===== src/rtl/lpm_pipe.sv =====
// lpm_pipe: longest-prefix-match trie walker.
// Requests queue in inQ and enter the memory pipeline. Each memory response
// either exits the request to outQ (terminal bit or iteration limit reached)
// or is recirculated as the address of the next memory read.
// Optional statistics counters are built when LPM_STATS_EN is defined.
module lpm_pipe #(
   parameter int unsigned DATA_W    = 32,
   parameter int unsigned ADDR_W    = 16,
   parameter int unsigned DEPTH     = 4,
   parameter int unsigned IN_DEPTH  = 2,
   parameter int unsigned OUT_DEPTH = 2,
   parameter int unsigned MAX_ITER  = 5
) (
   input  logic              CLK,
   input  logic              nRST,
   input  logic              say__ENA,
   input  logic [DATA_W-1:0] say_meth,
   input  logic [DATA_W-1:0] say_v,
   output logic              say__RDY,
   output logic              indication_heard__ENA,
   output logic [DATA_W-1:0] indication_heard_meth,
   output logic [DATA_W-1:0] indication_heard_v,
   output logic [7:0]        indication_heard_iter,
   input  logic              indication_heard__RDY,
   output logic              mem_req__ENA,
   output logic [ADDR_W-1:0] mem_req_addr,
   input  logic              mem_req__RDY,
   input  logic [DATA_W-1:0] mem_resValue,
   input  logic              mem_resValue__RDY,
   output logic              mem_resAccept__ENA
`ifdef LPM_STATS_EN
   ,
   output logic [31:0]       stat_done,
   output logic [31:0]       stat_recirc,
   output logic [31:0]       stat_stall
`endif
);

   localparam int unsigned IA  = $clog2(IN_DEPTH);
   localparam int unsigned OA  = $clog2(OUT_DEPTH);
   localparam int unsigned FA  = $clog2(DEPTH);
   localparam int unsigned IPW = IA + 1;
   localparam int unsigned OPW = OA + 1;
   localparam int unsigned FPW = FA + 1;
   localparam int unsigned IXW = (IA > 0) ? IA : 1;
   localparam int unsigned OXW = (OA > 0) ? OA : 1;
   localparam int unsigned IEW = DATA_W + ADDR_W;
   localparam int unsigned OEW = 2 * DATA_W + 8;

   logic                rdy_q;

   logic [IEW-1:0]      inq_mem_q [IN_DEPTH];
   logic [IPW-1:0]      inq_wp_q, inq_rp_q, inq_wp_d, inq_rp_d;
   logic [IXW-1:0]      inq_wr_idx, inq_rd_idx;
   logic                inq_empty, inq_full;
   logic [DATA_W-1:0]   inq_meth;
   logic [ADDR_W-1:0]   inq_addr;

   logic [DATA_W-1:0]   fl_meth_q [DEPTH];
   logic [7:0]          fl_iter_q [DEPTH];
   logic [FPW-1:0]      fl_wp_q, fl_rp_q, fl_wp_d, fl_rp_d;
   logic                fl_empty, fl_full;
   logic [DATA_W-1:0]   head_meth;
   logic [7:0]          head_iter;

   logic [OEW-1:0]      outq_mem_q [OUT_DEPTH];
   logic [OPW-1:0]      outq_wp_q, outq_rp_q, outq_wp_d, outq_rp_d;
   logic [OXW-1:0]      outq_wr_idx, outq_rd_idx;
   logic                outq_empty, outq_full;

   logic                say_fire, heard_fire, res_pend, res_term;
   logic                exit_c, recirc_c, enter_c;
   logic                unused_key_hi;

   // Upper key bits do not take part in trie addressing.
   assign unused_key_hi = ^say_v[DATA_W-1:ADDR_W];

   assign inq_wr_idx  = IXW'(inq_wp_q % IPW'(IN_DEPTH));
   assign inq_rd_idx  = IXW'(inq_rp_q % IPW'(IN_DEPTH));
   assign inq_empty   = (inq_wp_q == inq_rp_q);
   assign inq_full    = (IPW'(inq_wp_q - inq_rp_q) == IPW'(IN_DEPTH));
   assign {inq_meth, inq_addr} = inq_mem_q[inq_rd_idx];

   assign fl_empty    = (fl_wp_q == fl_rp_q);
   assign fl_full     = (FPW'(fl_wp_q - fl_rp_q) == FPW'(DEPTH));
   assign head_meth   = fl_meth_q[fl_rp_q[FA-1:0]];
   assign head_iter   = fl_iter_q[fl_rp_q[FA-1:0]];

   assign outq_wr_idx = OXW'(outq_wp_q % OPW'(OUT_DEPTH));
   assign outq_rd_idx = OXW'(outq_rp_q % OPW'(OUT_DEPTH));
   assign outq_empty  = (outq_wp_q == outq_rp_q);
   assign outq_full   = (OPW'(outq_wp_q - outq_rp_q) == OPW'(OUT_DEPTH));

   assign say__RDY              = rdy_q & ~inq_full;
   assign indication_heard__ENA = ~outq_empty & indication_heard__RDY;
   assign {indication_heard_meth, indication_heard_v, indication_heard_iter} = outq_mem_q[outq_rd_idx];
   assign mem_req__ENA          = enter_c | recirc_c;
   assign mem_resAccept__ENA    = exit_c | recirc_c;

   // Arbitration: recirculation beats new entry; one memory request per cycle.
   always_comb begin
      say_fire     = say__ENA & say__RDY;
      heard_fire   = ~outq_empty & indication_heard__RDY;
      res_pend     = mem_resValue__RDY & ~fl_empty;
      res_term     = mem_resValue[DATA_W-1] | (head_iter == 8'(MAX_ITER));
      exit_c       = res_pend & res_term & ~outq_full;
      recirc_c     = res_pend & ~res_term & mem_req__RDY;
      enter_c      = ~inq_empty & mem_req__RDY & (~fl_full | exit_c) & ~recirc_c;
      mem_req_addr = '0;
      if (recirc_c) begin
         mem_req_addr = mem_resValue[ADDR_W-1:0];
      end else if (enter_c) begin
         mem_req_addr = inq_addr;
      end
      inq_wp_d  = say_fire   ? inq_wp_q + IPW'(1)  : inq_wp_q;
      inq_rp_d  = enter_c    ? inq_rp_q + IPW'(1)  : inq_rp_q;
      fl_wp_d   = (enter_c | recirc_c) ? fl_wp_q + FPW'(1) : fl_wp_q;
      fl_rp_d   = (exit_c | recirc_c)  ? fl_rp_q + FPW'(1) : fl_rp_q;
      outq_wp_d = exit_c     ? outq_wp_q + OPW'(1) : outq_wp_q;
      outq_rp_d = heard_fire ? outq_rp_q + OPW'(1) : outq_rp_q;
   end

   // Input ready comes up on the first clock edge after reset release.
   always_ff @(posedge CLK or negedge nRST) begin
      if (!nRST) rdy_q <= 1'b0;
      else       rdy_q <= 1'b1;
   end

   // Input queue of {tag, trie address}.
   always_ff @(posedge CLK or negedge nRST) begin
      if (!nRST) begin
         inq_wp_q <= '0;
         inq_rp_q <= '0;
         for (int i = 0; i < int'(IN_DEPTH); i++) inq_mem_q[i] <= '0;
      end else begin
         if (say_fire) inq_mem_q[inq_wr_idx] <= {say_meth, say_v[ADDR_W-1:0]};
         inq_wp_q <= inq_wp_d;
         inq_rp_q <= inq_rp_d;
      end
   end

   // In-flight tracker, kept in the same order as outstanding memory reads.
   always_ff @(posedge CLK or negedge nRST) begin
      if (!nRST) begin
         fl_wp_q <= '0;
         fl_rp_q <= '0;
         for (int i = 0; i < int'(DEPTH); i++) begin
            fl_meth_q[i] <= '0;
            fl_iter_q[i] <= '0;
         end
      end else begin
         if (recirc_c) begin
            fl_meth_q[fl_wp_q[FA-1:0]] <= head_meth;
            fl_iter_q[fl_wp_q[FA-1:0]] <= head_iter + 8'd1;
         end else if (enter_c) begin
            fl_meth_q[fl_wp_q[FA-1:0]] <= inq_meth;
            fl_iter_q[fl_wp_q[FA-1:0]] <= 8'd1;
         end
         fl_wp_q <= fl_wp_d;
         fl_rp_q <= fl_rp_d;
      end
   end

   // Output queue of completed {tag, final word, iteration count}.
   always_ff @(posedge CLK or negedge nRST) begin
      if (!nRST) begin
         outq_wp_q <= '0;
         outq_rp_q <= '0;
         for (int i = 0; i < int'(OUT_DEPTH); i++) outq_mem_q[i] <= '0;
      end else begin
         if (exit_c) outq_mem_q[outq_wr_idx] <= {head_meth, mem_resValue, head_iter};
         outq_wp_q <= outq_wp_d;
         outq_rp_q <= outq_rp_d;
      end
   end

`ifdef LPM_STATS_EN
   logic [31:0] stat_done_q, stat_recirc_q, stat_stall_q;
   logic [31:0] stat_done_d, stat_recirc_d, stat_stall_d;

   // Saturating event counters.
   always_comb begin
      stat_done_d   = stat_done_q;
      stat_recirc_d = stat_recirc_q;
      stat_stall_d  = stat_stall_q;
      if (exit_c && stat_done_q != 32'hFFFF_FFFF)               stat_done_d   = stat_done_q + 32'd1;
      if (recirc_c && stat_recirc_q != 32'hFFFF_FFFF)           stat_recirc_d = stat_recirc_q + 32'd1;
      if (!inq_empty && !enter_c && stat_stall_q != 32'hFFFF_FFFF) stat_stall_d = stat_stall_q + 32'd1;
   end

   // Statistics registers.
   always_ff @(posedge CLK or negedge nRST) begin
      if (!nRST) begin
         stat_done_q   <= '0;
         stat_recirc_q <= '0;
         stat_stall_q  <= '0;
      end else begin
         stat_done_q   <= stat_done_d;
         stat_recirc_q <= stat_recirc_d;
         stat_stall_q  <= stat_stall_d;
      end
   end

   assign stat_done   = stat_done_q;
   assign stat_recirc = stat_recirc_q;
   assign stat_stall  = stat_stall_q;
`endif

endmodule


===== config.mk =====
export PLATFORM = sky130hd
export DESIGN_NAME = lpm_pipe
export DESIGN_NICKNAME = d
export VERILOG_FILES = /design/src/rtl/lpm_pipe.sv
export SDC_FILE = /design/constraint.sdc
export NUM_CORES = 1
export LEC_CHECK = 0
export ABC_AREA = 1
export ABC_CLOCK_PERIOD_IN_PS = 3420
export BUFFER_PORTS_ARGS = -buffer_cell sky130_fd_sc_hd__buf_2
export CAP_MARGIN = 15
export CORE_MARGIN = 3
export CORE_UTILIZATION = 60
export CTS_BUF_LIST = sky130_fd_sc_hd__clkbuf_16
export CTS_CLUSTER_DIAMETER = 30
export DETAILED_ROUTE_END_ITERATION = 12
export GPL_TIMING_DRIVEN = 1
export HOLD_SLACK_MARGIN = 0.08
export PLACE_DENSITY = 0.81
export SLEW_MARGIN = 20
export SYNTH_ARGS = -nofsm -noshare
export SYNTH_HDL_FRONTEND = slang
export SYNTH_SLANG_ARGS = --single-unit

===== constraint.sdc =====
create_clock -name CLK -period 3.42 [get_ports CLK]
set_input_delay 0.171 -clock CLK [delete_from_list [all_inputs] [get_ports CLK]]
set_output_delay 0.171 -clock CLK [all_outputs]
set_load 0.05 [all_outputs]

# Yosys cells after proc, flatten, opt, wreduce, memory -nomap -nowiden
# Index checks and enable logic that the tools add are counted.
# Widths: inputs -> output; s select.
# classes
eq_ne	7
n_lt_le_gt_ge	9
muxes	31
bitwise_logic	32
n_reduce_logical	4
n_addsub	10
# op_table
cell	n
$mux 72	4
$bwmux 128	2
$mux 128	2
$mux 48	4
$mux 32	5
$bwmux 144	1
$bwmux 96	1
$demux 72 s1	1
$bmux 32 s2	1
$demux 32 s2	1
$demux 48 s1	1
$bwmux 32	1
$mux 16	2
$and 28x28->28	1
$not 28->28	1
$mux 8	3
$bmux 8 s2	1
$demux 8 s2	1
$and 1x1->1	11
$add 2x1->2 const B	4
$add 8x1->8 const B	1
$eq 8x3->1 const B	1
$ge 2x2->1 const B	4
$not 1->1	8
other kinds (16)	31
# totals
output_inout_bits	92
regBits	415
elab_cells	112
inputBits	102

# Logic depth before layout (Yosys ltp)
# Gate-level depths: netlist (run 1).
# depth
word_depth	13
ltp_mapped	22

# Worst setup path after synthesis (run 1)
# No wires, ideal clock.
# synth_path
path_kind	register to register
start	reg inq_rp_q[0]
end	reg inq_mem_q[28] (netlist bit)
path_stages_with_launch	9
setup_slack_ns	0.233
t_arrival_ns	3.062
required_time_ns	3.295
path_cell_list	dfrtp_1 > buf_2 > xnor2_1 > a21boi_0 > nand2_1 > nor2_1 > buf_4 > buf_2 > mux2_2
# synth_between
elab_chain_cells	5
# synth_lines
item	line	text
start: declaration	53	logic [IPW-1:0] inq_wp_q, inq_rp_q, inq_wp_d, inq_rp_d;
start signal: assignment	138	inq_rp_q <= inq_rp_d;
$sub 2x2->2	81	assign inq_full = (IPW'(inq_wp_q - inq_rp_q) == IPW'(IN_DEPTH));
$eq 2x2->1	81	
$not 1->1	94	assign say__RDY = rdy_q & ~inq_full;
$and 1x1->1	94	
via say__RDY	19	output logic say__RDY,
$and 1x1->1	102	say_fire = say__ENA & say__RDY;
end signal: indexed assignment	136	if (say_fire) inq_mem_q[inq_wr_idx] <= {say_meth, say_v[ADDR_W-1:0]};
end: declaration	52	logic [IEW-1:0] inq_mem_q [IN_DEPTH];
# The timed path passes the listed nets, and every way through them passes these cells.
# A chain may end at the register's enable or synchronous reset.

# Worst setup path in the final report (run 1)
# layout_path
start	reg fl_rp_q[0]
end	out mem_req_addr[0]
# layout_between
elab_chain_cells	13
elab_cells_between_ends	23
# layout_lines
item	line	text
start: declaration	61	logic [FPW-1:0] fl_wp_q, fl_rp_q, fl_wp_d, fl_rp_d;
start signal: assignment	160	fl_rp_q <= fl_rp_d;
$not 2->3 (implied by the code) (*)	87	assign head_iter = fl_iter_q[fl_rp_q[FA-1:0]];
$bmux 8 s2 (*)	87	
$mux 8 (implied by the code) (*) (2 in a row)	87	
via head_iter[0]	64	logic [7:0] head_iter;
$eq 8x3->1 (*)	105	res_term = mem_resValue[DATA_W-1] | (head_iter == 8'(MAX_ITER));
$or 1x1->1 (*)	105	
$and 1x1->1 / $not 1->1 (equally long branches)	106, 107	
$and 1x1->1, on equally long branches	106, 107	
$or 1x1->1 / $and 1x1->1 (equally long branches)	108, 107	
$and 1x1->1 / $not 1->1 (equally long branches)	108	enter_c = ~inq_empty & mem_req__RDY & (~fl_full | exit_c) & ~recirc_c;
$and 1x1->1	108	
$mux 16	112	end else if (enter_c) begin
$mux 16 (*)	110	if (recirc_c) begin
end: declaration	26	output logic [ADDR_W-1:0] mem_req_addr,
# The timed path passes the listed nets; every way through them passes the cells marked *. The select of a mux whose other input is x is not followed.

==> results.sh, run 1 <==
export IMPL_floorplan_initialDensity_pct=61.4
export IMPL_rsz_0062_raised_after_global_routing="true"
export IMPL_syn_cell_area_um2=19600
export IMPL_synth_top_cell_area_share_pct=53.1
export IMPL_post_synth_inst_count=2436
export IMPL_slew_headroom_pct=40.7
export IMPL_grt_pass1_vias=18571
export IMPL_path_delay_family="simple AND/OR/NAND/NOR gates"
export IMPL_fin_skew_ns=0.0190
export IMPL_cts_sink_count=415
export IMPL_leakagePower_nw=12.5
export IMPL_synth_top_family_by_area="simple AND/OR/NAND/NOR gates"
export IMPL_cp_common_cell="sky130_fd_sc_hd__nand2_1"
export IMPL_drc=0
export IMPL_fin_hold_ws_ns=0.227
export IMPL_tritoncts="built"
export IMPL_mostFrequentLayoutCell="sky130_fd_sc_hd__nand2_1"
export IMPL_core_um2=31900
export IMPL_worst_setup_path_end_kind="output port"
export IMPL_core_rows=65
export IMPL_fin_ws_ns=0.158
export IMPL_numPortBuffers=177
export IMPL_boundaryPins=194
export IMPL_top_layer_used="met4"
export IMPL_wirelength_met1_mm=22.1
export IMPL_rr_worst_depth=15
export IMPL_yosys_mux_area_fraction_pct=2.76
export IMPL_worst_path_max_fanout=19
export IMPL_seq_area_um2=10400
export IMPL_avgRoutedWirePerCell_um=18.0
export IMPL_worstSkewPairLatency_ns=0.58
export IMPL_die_width_um=187
export IMPL_post_route_cells_drive_above_1_share_pct=15.8
export IMPL_count_of_distinct_cell_types_in_the_synthesized_netlist=32
export IMPL_gp_congestion=0.858
export IMPL_hpwl_mm=31.2
export IMPL_cell_depth_of_the_worst_setup_path=13
export IMPL_timing_critical_path_buf_inv=3
export IMPL_grt_start_max_net_pins=99
export IMPL_clk_transition_reported_paths_ns=0.04
export IMPL_ant_nets=0
export IMPL_syn_nets=2547
export IMPL_vdd_drop_max_v=0.000931
export IMPL_layout_min_cycle_time_ns=3.26
export IMPL_drt_vias_per_instance=5.74
export IMPL_cts_htree_levels=3
export IMPL_detailroute_wirelength_met3_mm=5.02
export IMPL_design_die_area_um2=34800
export IMPL_holdCritPathClass="in2async"
export IMPL_power_w=0.0298
export IMPL_critPathArrivalTime_ns=3.09
export IMPL_finalSetupViolations=0
export IMPL_critPathKind="reg2out"
export IMPL_synthTopCellsByArea="sky130_fd_sc_hd__dfrtp_1, sky130_fd_sc_hd__nand2_1, sky130_fd_sc_hd__o21ai_0, sky130_fd_sc_hd__nand3_1, sky130_fd_sc_hd__inv_1"
export IMPL_final_max_slew_viol_count=0
export IMPL_synth_xor_area_share_pct=0.805
export IMPL_synth_simple_gate_area_share_pct=24.9
export IMPL_root_buffer="sky130_fd_sc_hd__clkbuf_16"
export IMPL_synth_seq_area_share_pct=53.1
export IMPL_critical_path_slowest_cell="sky130_fd_sc_hd__dfrtp_2"
export IMPL_wl_mm=57.1
export IMPL_gr_total_overflow=0
export IMPL_detailedRoute_firstPassIterationCount=6
export IMPL_grt_pass1_wl_mm=92.9
export IMPL_clk_path_buf_depth=3
export IMPL_max_slew_worst_pin_slew_ns=0.889
export IMPL_start_kind="flop"
export IMPL_yosys_warnings=0
export IMPL_grt_util_all_layers_pct=32.4
export IMPL_dpl_worst_slack_ns=0.435
export IMPL_dr_total_vias=18233
export IMPL_synth_area_leader_cell="sky130_fd_sc_hd__dfrtp_1"
export IMPL_layout_common_cells="sky130_fd_sc_hd__nand2_1, sky130_fd_sc_hd__dfrtp_1, sky130_fd_sc_hd__o21ai_0"
export IMPL_nets=2782
export IMPL_timing_final_crit_share_pct=95.4
export IMPL_synth_avg_cell_area_um2=8.03
export IMPL_drv_cap=0
export IMPL_worst_ep_required_time_ns=3.25
export IMPL_synthAdderAreaFrac_pct=0.575
export IMPL_chip_height_um=187
export IMPL_achievable_frequency_mhz=307
export IMPL_power_per_cell_area_nw_per_um2=1210
export IMPL_multi_input_area_um2=7780
export IMPL_antenna_found_initial=3
export IMPL_cpPeakStageDelay_ns=0.47
export IMPL_synth_compound_gate_area_share_pct=10.4
export IMPL_met2_wirelength_mm=27.4
export IMPL_layout_filler_cells=1991
export IMPL_final_hold_viol_count=0
export IMPL_outcome="complete, no violations"
export IMPL_utilization_pct=77.3
export IMPL_number_of_drc_markers_after_the_initial_detailed_route_iteration=1901
export IMPL_area_growth_pct=25.8
export IMPL_postSynthRegisterBits=415
export IMPL_critical_path_cell_chain="inv_8 > a21oi_1 > o21ai_0 > o21ai_1 > ha_1 > nand2_1 > nor2_1 > nand2_1 > nand3_2 > clkinvlp_4 > nand2_1 > nand2_1 > buf_4"
export IMPL_tritoncts_buffer_count=86
[Yosys cell counts]
| cell | instances |
|---|---|
| sky130_fd_sc_hd__buf_4 | 2 |
| sky130_fd_sc_hd__o22a_1 | 3 |
| sky130_fd_sc_hd__conb_1 | 1 |
| sky130_fd_sc_hd__ha_1 | 9 |
| sky130_fd_sc_hd__inv_4 | 1 |
| sky130_fd_sc_hd__dfrtp_1 | 415 |
| sky130_fd_sc_hd__nor2_4 | 1 |
| sky130_fd_sc_hd__nor2_1 | 43 |
| sky130_fd_sc_hd__a21boi_0 | 1 |
| sky130_fd_sc_hd__clkbuf_1 | 67 |
| sky130_fd_sc_hd__a21oi_1 | 35 |
| sky130_fd_sc_hd__nand2_2 | 8 |
| sky130_fd_sc_hd__inv_2 | 2 |
| sky130_fd_sc_hd__a32o_1 | 4 |
| sky130_fd_sc_hd__and2_1 | 1 |
| sky130_fd_sc_hd__buf_1 | 15 |
| sky130_fd_sc_hd__nand3_1 | 169 |
| sky130_fd_sc_hd__inv_1 | 174 |
| sky130_fd_sc_hd__o21ai_1 | 19 |
| sky130_fd_sc_hd__nor3_1 | 1 |
| sky130_fd_sc_hd__o21bai_1 | 1 |
| sky130_fd_sc_hd__a32oi_1 | 28 |
| sky130_fd_sc_hd__xor2_1 | 7 |
| sky130_fd_sc_hd__clkinv_1 | 1 |
| sky130_fd_sc_hd__buf_2 | 56 |
| sky130_fd_sc_hd__xnor2_1 | 11 |
| sky130_fd_sc_hd__nor4_1 | 1 |
| sky130_fd_sc_hd__nor3b_1 | 1 |
| sky130_fd_sc_hd__nand2_1 | 1006 |
| sky130_fd_sc_hd__buf_6 | 17 |
| sky130_fd_sc_hd__o21ai_0 | 288 |
| sky130_fd_sc_hd__mux2_2 | 48 |
[final timing paths]
check | start | to | slack [ns]
worst max register to register | fl_rp_q[0] | fl_iter_q[0] | 0.39
worst min register to register | fl_meth_q[113] | fl_meth_q[113] | 0.47
max in group asynchronous | nRST | inq_mem_q[40] | 2.28
worst min-delay path | nRST | outq_mem_q[37] | 0.23
min in group CLK | mem_resValue__RDY | outq_wp_q[0] | 0.23
worst max-delay path | fl_rp_q[0] | mem_req_addr[0] | 0.16
[per-stage QoR]
step / TNS (ns) / cell area, um2 / cells
6_report: 0 / 24600 / 3179
5_1_grt: -0.886 / 24600 / 3178
4_1_cts: 0 / 24600 / 3176
3_5_place_dp: 0 / 20700 / 2934
3_3_place_gp: 0 / 20700 / 2934
2_1_floorplan: 0 / 19600 / 2436
[layout make-up]
class / instances / area share, %
clock buffer: 88 / 8.94
timing repair buffer: 304 / 9.19
multi-input combinational: 1686 / 31.6
antenna: 3 / 0.0305
tap: 435 / 2.21
sequential: 415 / 42.2
clock inverter: 70 / 3.05
inverter: 178 / 2.78
[sequential cells by signal, indices dropped and copies added (netlist names)]
name and cells:
outq_wp_q 2, fl_iter_q 32, outq_mem_q 144, outq_rp_q 2
inq_wp_q 2, fl_meth_q 128, inq_mem_q 96, fl_rp_q 3
fl_wp_q 3, rdy_q 1, inq_rp_q 2
[metal layers]
metal | vias up | global-route usage, %
li1 | 8239 | -
met1 | 8721 | 41.9
met2 | 1055 | 52.4
met3 | 218 | 5.96
met4 | 0 | 17.1
met5 | - | 0
[power by group]
part	switching, W	internal [W]
logic	0.00961	0.00355
registers	0.00112	0.00714
clock network	0.00275	0.00566
total	0.0135	0.0163
[logic make-up after synthesis]
kind of cell | Yosys count
other | 1
and+or+nand+nor | 1231
muxes | 48
xor gates and xnor gates | 18
adders and majority gates | 9
buffers and inverters | 335
AOI/OAI and AO/OA | 379
DFF | 415
[timing repair]
action                                 in CTS  in global routing
resized for setup                          19                 12
endpoints found under the hold margin     248                  0
buffers inserted                            1                  0
setup endpoints to repair                  16                 18
pin swaps                                   0                  1
hold buffers                               83                  0
[worst register-to-register path: cells and delay by family (launching register included)]
kind | cells | cell delay, ns
adder cells (fa/ha/maj) | 1 | 0.20
AND/OR/NAND/NOR | 10 | 1.59
AO/OA/AOI/OAI | 1 | 0.09
flip-flops | 1 | 0.48
buffers and inverters | 3 | 0.59
Power figures use the tool's default switching activity.
==> run 2, diff against run 1 <==
--- a/config.mk
+++ b/config.mk
@@ -14,9 +14,11 @@
 export CTS_BUF_LIST = sky130_fd_sc_hd__clkbuf_16
 export CTS_CLUSTER_DIAMETER = 30
 export DETAILED_ROUTE_END_ITERATION = 12
+export GPL_ROUTABILITY_DRIVEN = 1
 export GPL_TIMING_DRIVEN = 1
 export HOLD_SLACK_MARGIN = 0.08
 export PLACE_DENSITY = 0.81
+export REMOVE_ABC_BUFFERS = 1
 export SLEW_MARGIN = 20
 export SYNTH_ARGS = -nofsm -noshare
 export SYNTH_HDL_FRONTEND = slang
==> run 2 against run 1 <==
Compared with the run above: total power is 0.94% lower; clock skew is 0.0094 ns higher; global-route usage is 0.050 points lower; cell area is 0.18% higher; cell count hardly changed; highest routed layer unchanged.
==> results.sh, run 2 (synthesis gave the netlist of run 1 again) <==
export IMPL_reg_largest_list="outq_mem_q: 144 flops, fl_meth_q: 128 flops, inq_mem_q: 96 flops"
export IMPL_vdd_drop_max_v=0.000709
export IMPL_boundaryPins=194
export IMPL_worstSkewPairLatency_ns=0.61
export IMPL_critPathKind="reg2out"
export IMPL_chip_height_um=187
export IMPL_outcome="complete, no violations"
export IMPL_dpl_cell_count=2932
export IMPL_power_w=0.0295
export IMPL_area_growth_pct=26.1
export IMPL_critPathArrivalTime_ns=3.17
export IMPL_holdCritPathClass="in2async"
export IMPL_post_route_cells_drive_above_1_share_pct=16.3
export IMPL_tritoncts_buffer_count=86
export IMPL_layout_filler_cells=2026
export IMPL_final_max_slew_viol_count=0
export IMPL_power_per_cell_area_nw_per_um2=1200
export IMPL_worst_setup_path_end_kind="output port"
export IMPL_nets=2786
export IMPL_gp_congestion=0.833
export IMPL_worstReg2RegStart="fl_rp_q[0]"
export IMPL_avgRoutedWirePerCell_um=17.7
export IMPL_grt_start_max_net_pins=114
export IMPL_achievable_frequency_mhz=300
export IMPL_core_rows=65
export IMPL_hpwl_mm=29.6
export IMPL_tritoncts="built"
export IMPL_slew_headroom_pct=31.6
export IMPL_floorplan_initialDensity_pct=61.4
export IMPL_grt_pass1_vias=19109
export IMPL_largest_register_ff_count=144
export IMPL_antenna_found_initial=2
export IMPL_final_cell_count_no_fill=3181
export IMPL_die_width_um=187
export IMPL_setup_worst_path_start="fl_rp_q[0]"
export IMPL_core_um2=31900
export IMPL_worst_ep_required_time_ns=3.25
export IMPL_grt_util_all_layers_pct=32.3
export IMPL_cts_sink_count=415
export IMPL_ant_nets=0
export IMPL_fin_skew_ns=0.0284
export IMPL_cts_htree_levels=3
export IMPL_fin_tns_setup_ns=0
export IMPL_cpPeakStageDelay_ns=0.51
export IMPL_worst_path_max_fanout=32
export IMPL_number_of_drc_markers_after_the_initial_detailed_route_iteration=2080
export IMPL_drt_vias_per_instance=5.74
export IMPL_grt_pass1_wl_mm=93.1
export IMPL_final_hold_viol_count=0
export IMPL_critical_path_cell_chain="nor2_1 > nor2_1 > o21ai_2 > and2_4 > ha_1 > nand2_1 > nor2_1 > nand2_2 > nand3_4 > inv_1 > buf_8 > nand2_1 > nand2_1 > buf_6"
export IMPL_dr_total_vias=18250
export IMPL_layout_min_cycle_time_ns=3.34
export IMPL_max_slew_worst_pin_slew_ns=1.03
export IMPL_gr_total_overflow=0
export IMPL_numPortBuffers=177
export IMPL_root_buffer="sky130_fd_sc_hd__clkbuf_16"
export IMPL_max_flop_register="outq_mem_q"
export IMPL_drc=0
export IMPL_utilization_pct=77.4
export IMPL_critical_path_slowest_cell="sky130_fd_sc_hd__dfrtp_2"
export IMPL_design_die_area_um2=34800
export IMPL_clk_path_buf_depth=3
export IMPL_leakagePower_nw=12.5
export IMPL_wl_mm=56.2
export IMPL_layout_common_cells="sky130_fd_sc_hd__nand2_1, sky130_fd_sc_hd__dfrtp_1, sky130_fd_sc_hd__o21ai_0"
export IMPL_timing_final_crit_share_pct=97.6
export IMPL_finalSetupViolations=0
export IMPL_mostFrequentLayoutCell="sky130_fd_sc_hd__nand2_1"
export IMPL_clk_transition_reported_paths_ns=0.05
export IMPL_start_kind="flop"
export IMPL_detailedRoute_firstPassIterationCount=6
export IMPL_drv_cap=0
## run 2: power by group
group | internal [W] | switching, W | total (W)
Clock | 0.00536 | 0.00276 | 0.00812
Combinational | 0.00366 | 0.00953 | 0.0132
Sequential | 0.00714 | 0.00110 | 0.00824
## run 2: per-layer routing
layer / vias to the layer above / part of all wire, % / track usage (%)
met3: 243 / 8.2 / 5.45
met1: 8694 / 38 / 40.2
met4: 0 / 4.5 / 18.1
li1: 8256 / - / -
met5: - / 0 / 0
met2: 1057 / 49 / 54.0
## run 2: through the flow
| step | cell area [um2] | hold slack [ns] | worst slack (ns) |
|---|---|---|---|
| floorplan | 18800 | -0.125 | -4.52 |
| global placement | 20800 | 0.140 | 0.415 |
| detailed placement | 20800 | 0.158 | 0.343 |
| CTS | 24600 | 0.118 | 0.00670 |
| global route | 24700 | 0.148 | -0.00194 |
| finish | 24700 | 0.117 | 0.0825 |
## run 2: final timing paths
kind,endpoint,depth (start not counted),slack [ns]
setup / recovery,mem_req_addr[14],14,0.08
hold / removal,outq_mem_q[95],2,0.12
setup reg to reg,fl_meth_q[107],16,0.51
hold reg to reg,fl_meth_q[101],2,0.47
max in group asynchronous,fl_iter_q[31],3,2.36
min in group CLK,outq_wp_q[0],6,0.13
## run 2: cell type report
| cell class | instances | area (um2) | share of cell area, % |
|---|---|---|---|
| inverters | 178 | 678 | 2.75 |
| flip-flops and latches | 415 | 10400 | 42.1 |
| well taps | 435 | 544 | 2.21 |
| repair buffers | 307 | 2350 | 9.54 |
| clock buffers | 88 | 2200 | 8.92 |
| diodes | 3 | 7.51 | 0.0304 |
| repair inverters | 1 | 6.26 | 0.0254 |
| multi-input cells | 1686 | 7830 | 31.7 |
| clock inverters | 68 | 661 | 2.68 |
## run 2: worst max-delay path: cells and delay by family, from the launching register on
family                   cells  cell delay [ns]
adder cells (fa/ha/maj)      1             0.18
buffers and inverters        3             0.57
AO/OA/AOI/OAI                1             0.09
AND/OR/NAND/NOR              9             1.20
flip-flops                   1             0.51
## run 2: what timing repair did
action / in CTS / in global routing
hold buffers: 83 / 0
pin swaps: 0 / 1
gates cloned: 1 / 0
buffers inserted: 1 / 5
gates resized for setup: 36 / 16
endpoints found under the setup margin: 18 / 18
endpoints found under the hold margin: 502 / 0
==> run 3, diff against run 2 <==
--- a/config.mk
+++ b/config.mk
@@ -6,7 +6,7 @@
 export NUM_CORES = 1
 export LEC_CHECK = 0
 export ABC_AREA = 1
-export ABC_CLOCK_PERIOD_IN_PS = 3420
+export ABC_CLOCK_PERIOD_IN_PS = 3100
 export BUFFER_PORTS_ARGS = -buffer_cell sky130_fd_sc_hd__buf_2
 export CAP_MARGIN = 15
 export CORE_MARGIN = 3
==> constraint.sdc (replaced) <==
create_clock -name CLK -period 3.1 [get_ports CLK]
set_input_delay 0.155 -clock CLK [delete_from_list [all_inputs] [get_ports CLK]]
set_output_delay 0.155 -clock CLK [all_outputs]
set_load 0.05 [all_outputs]
==> run 3 against run 2 <==
Compared with the run above: largest cell class unchanged; wire length rose by 11%; sequential power rose by 11%; hold slack improved by 0.030 ns; combinational power rose by 22%; critical path type unchanged; first-iteration DRC count rose by 22%; clock power rose by 14%; the flow now finishes with violations (negative setup slack); cell count rose by 1.1%; critical endpoint is now mem_req_addr[11].
==> results.sh, run 3 (synthesis gave the netlist of run 1 again) <==
export IMPL_final_hold_viol_count=0
export IMPL_multi_input_area_um2=7970
export IMPL_reg_largest_list="outq_mem_q: 144 flops, fl_meth_q: 128 flops, inq_mem_q: 96 flops"
export IMPL_reg2reg_slack_ns=0.08
export IMPL_clk_transition_reported_paths_ns=0.05
export IMPL_grt_pass1_vias=19731
export IMPL_layout_common_cells="sky130_fd_sc_hd__nand2_1, sky130_fd_sc_hd__dfrtp_1, sky130_fd_sc_hd__o21ai_0"
export IMPL_start_kind="flop"
export IMPL_rr_worst_depth=12
export IMPL_grt_util_all_layers_pct=33.5
export IMPL_finalSetupViolations=15
export IMPL_wl_mm=62.1
export IMPL_design_die_area_um2=34800
export IMPL_cpPeakStageDelay_ns=0.44
export IMPL_achievable_frequency_mhz=317
export IMPL_worst_setup_path_end_kind="output port"
export IMPL_drc=0
export IMPL_power_switching_fraction_pct=45.8
export IMPL_number_of_drc_markers_after_the_initial_detailed_route_iteration=2528
export IMPL_worstReg2RegStart="fl_rp_q[0]"
export IMPL_combPwrFrac_pct=46.6
export IMPL_nets=2821
export IMPL_max_slew_worst_pin_slew_ns=1.07
export IMPL_holdCritPathClass="in2async"
export IMPL_antenna_found_initial=1
export IMPL_power_internal_w=0.0187
export IMPL_layout_filler_cells=1828
export IMPL_dpl_worst_slack_ns=0.127
export IMPL_drv_cap=0
export IMPL_critPathArrivalTime_ns=3.00
export IMPL_layout_min_cycle_time_ns=3.15
export IMPL_max_flop_register="outq_mem_q"
export IMPL_largest_register_ff_count=144
export IMPL_grt_pass1_wl_mm=96.1
export IMPL_core_um2=31900
export IMPL_detailedRoute_firstPassIterationCount=8
export IMPL_dpl_cell_count=2952
export IMPL_rsz_0062_raised_after_global_routing="true"
export IMPL_hpwl_mm=29.7
export IMPL_root_buffer="sky130_fd_sc_hd__clkbuf_16"
export IMPL_outcome="finished with violations"
export IMPL_worst_ep_required_time_ns=2.94
export IMPL_gr_total_overflow=0
export IMPL_final_max_slew_viol_count=0
export IMPL_final_design_area_no_fill_um2=25400
export IMPL_critPathKind="reg2out"
export IMPL_boundaryPins=194
export IMPL_fin_skew_ns=0.0397
export IMPL_fin_ws_ns=-0.0541
export IMPL_dr_total_vias=19303
export IMPL_area_growth_pct=29.5
export IMPL_placement_cell_area_um2=20900
export IMPL_critical_path_cell_chain="buf_4 > ha_1 > nand3_1 > nand2_1 > nor2_2 > nand2_4 > nand2_4 > nand3_4 > inv_6 > buf_12 > nand2_2 > nand2_2 > buf_8"
export IMPL_power_clock_fraction_pct=26.8
export IMPL_cts_htree_levels=3
export IMPL_slew_headroom_pct=28.8
export IMPL_grt_start_max_net_pins=105
export IMPL_die_width_um=187
export IMPL_gp_congestion=0.842
export IMPL_vdd_drop_max_v=0.000828
export IMPL_power_per_cell_area_nw_per_um2=1360
export IMPL_post_route_cells_drive_above_1_share_pct=18.6
export IMPL_power_frac_seq_pct=26.6
export IMPL_floorplan_initialDensity_pct=61.4
export IMPL_tritoncts="built"
export IMPL_numPortBuffers=177
export IMPL_cts_sink_count=415
export IMPL_avgRoutedWirePerCell_um=19.3
export IMPL_clk_path_buf_depth=3
export IMPL_worst_reg2reg_endpoint="fl_meth_q[15]"
export IMPL_worstSkewPairLatency_ns=0.62
export IMPL_seq_area_um2=10400
export IMPL_chip_height_um=187
export IMPL_timing_final_crit_share_pct=102
export IMPL_drt_vias_per_instance=6.00
export IMPL_leakagePower_nw=12.8
export IMPL_mostFrequentLayoutCell="sky130_fd_sc_hd__nand2_1"
export IMPL_worst_path_max_fanout=19
export IMPL_critical_path_slowest_cell="sky130_fd_sc_hd__dfrtp_2"
export IMPL_failed_checks="negative setup slack"
export IMPL_core_rows=65
export IMPL_utilization_pct=79.5
export IMPL_ant_nets=0
export IMPL_tritoncts_buffer_count=83
export IMPL_power_net_switching_w=0.0158
export IMPL_final_cell_count_no_fill=3215
run 3: cell count changes in the layout (fill, tap and decap cells not counted), moves of 5 or more:
cell,before,now
sky130_fd_sc_hd__clkinv_4,8,3
sky130_fd_sc_hd__o21ai_1,19,26
sky130_fd_sc_hd__buf_8,2,15
sky130_fd_sc_hd__nand2_4,2,8
sky130_fd_sc_hd__nand2_2,10,34
sky130_fd_sc_hd__nand2_1,1001,972
sky130_fd_sc_hd__buf_4,41,56
sky130_fd_sc_hd__nor2_1,40,35
sky130_fd_sc_hd__inv_16,1,6
sky130_fd_sc_hd__o21ai_0,286,280
run 3: stage by stage:
step	setup TNS, ns	hold slack (ns)	total power [W]
after global placement	0	0.182	0.0222
after global routing	-2.03	0.204	0.0362
final	-0.337	0.147	0.0345
after CTS	0	0.143	0.0331
after detailed placement	0	0.187	0.0227
after floorplan	-1495.19	-0.141	0.0185
run 3: what timing repair did:
action                                 in CTS  in global routing
setup endpoints to repair                  17                149
hold buffers                               83                  0
pin swaps                                  10                 18
resized for setup                          55                 71
endpoints found under the hold margin     401                  0
setup buffers                              15                  5
gates cloned                                4                  1
run 3: routing by layer:
layer	up-vias	GRT usage, %	part of all wire, %
li1	8334	-	-
met1	9161	40.0	36
met2	1402	56.6	49
met3	406	7.08	9.5
met4	0	19.0	6.2
met5	-	0	0
run 3: final cells by class:
class | count | share of cell area [%]
repair buffers | 344 | 11.3
repair inverters | 1 | 0.0148
diodes | 2 | 0.0197
clock buffers | 83 | 8.19
inverters | 178 | 2.68
flip-flops and latches | 415 | 41.0
well taps | 435 | 2.15
clock inverters | 70 | 3.22
multi-input cells | 1687 | 31.5
run 3: power groups by stage:
stage                     combinational (W)  sequential (W)  clock (W)
after global placement               0.0132         0.00892          0
after floorplan                     0.00941         0.00909          0
after global routing                 0.0173         0.00936    0.00957
after detailed placement             0.0137         0.00903          0
final                                0.0161         0.00918    0.00924
after CTS                            0.0149         0.00904    0.00925
run 3: worst max path at each step:
stage	startpoint	end	slack [ns]
floorplan	fl_rp_q[0]	fl_meth_q[0]	-4.84
global placement	fl_rp_q[0]	mem_req__ENA	0.23
detailed placement	fl_rp_q[0]	fl_meth_q[78]	0.13
CTS	fl_rp_q[0]	mem_req__ENA	0.0004
global route	fl_rp_q[0]	mem_req_addr[11]	-0.14
finish	fl_rp_q[0]	mem_req_addr[11]	-0.05
run 3: worst max-delay path, delay by kind of cell, from the launching register on:
kind,cells,cell delay [ns]
adders and majority gates,1,0.30
buffers and inverters,4,0.72
and+or+nand+nor,8,0.92
DFF,1,0.44
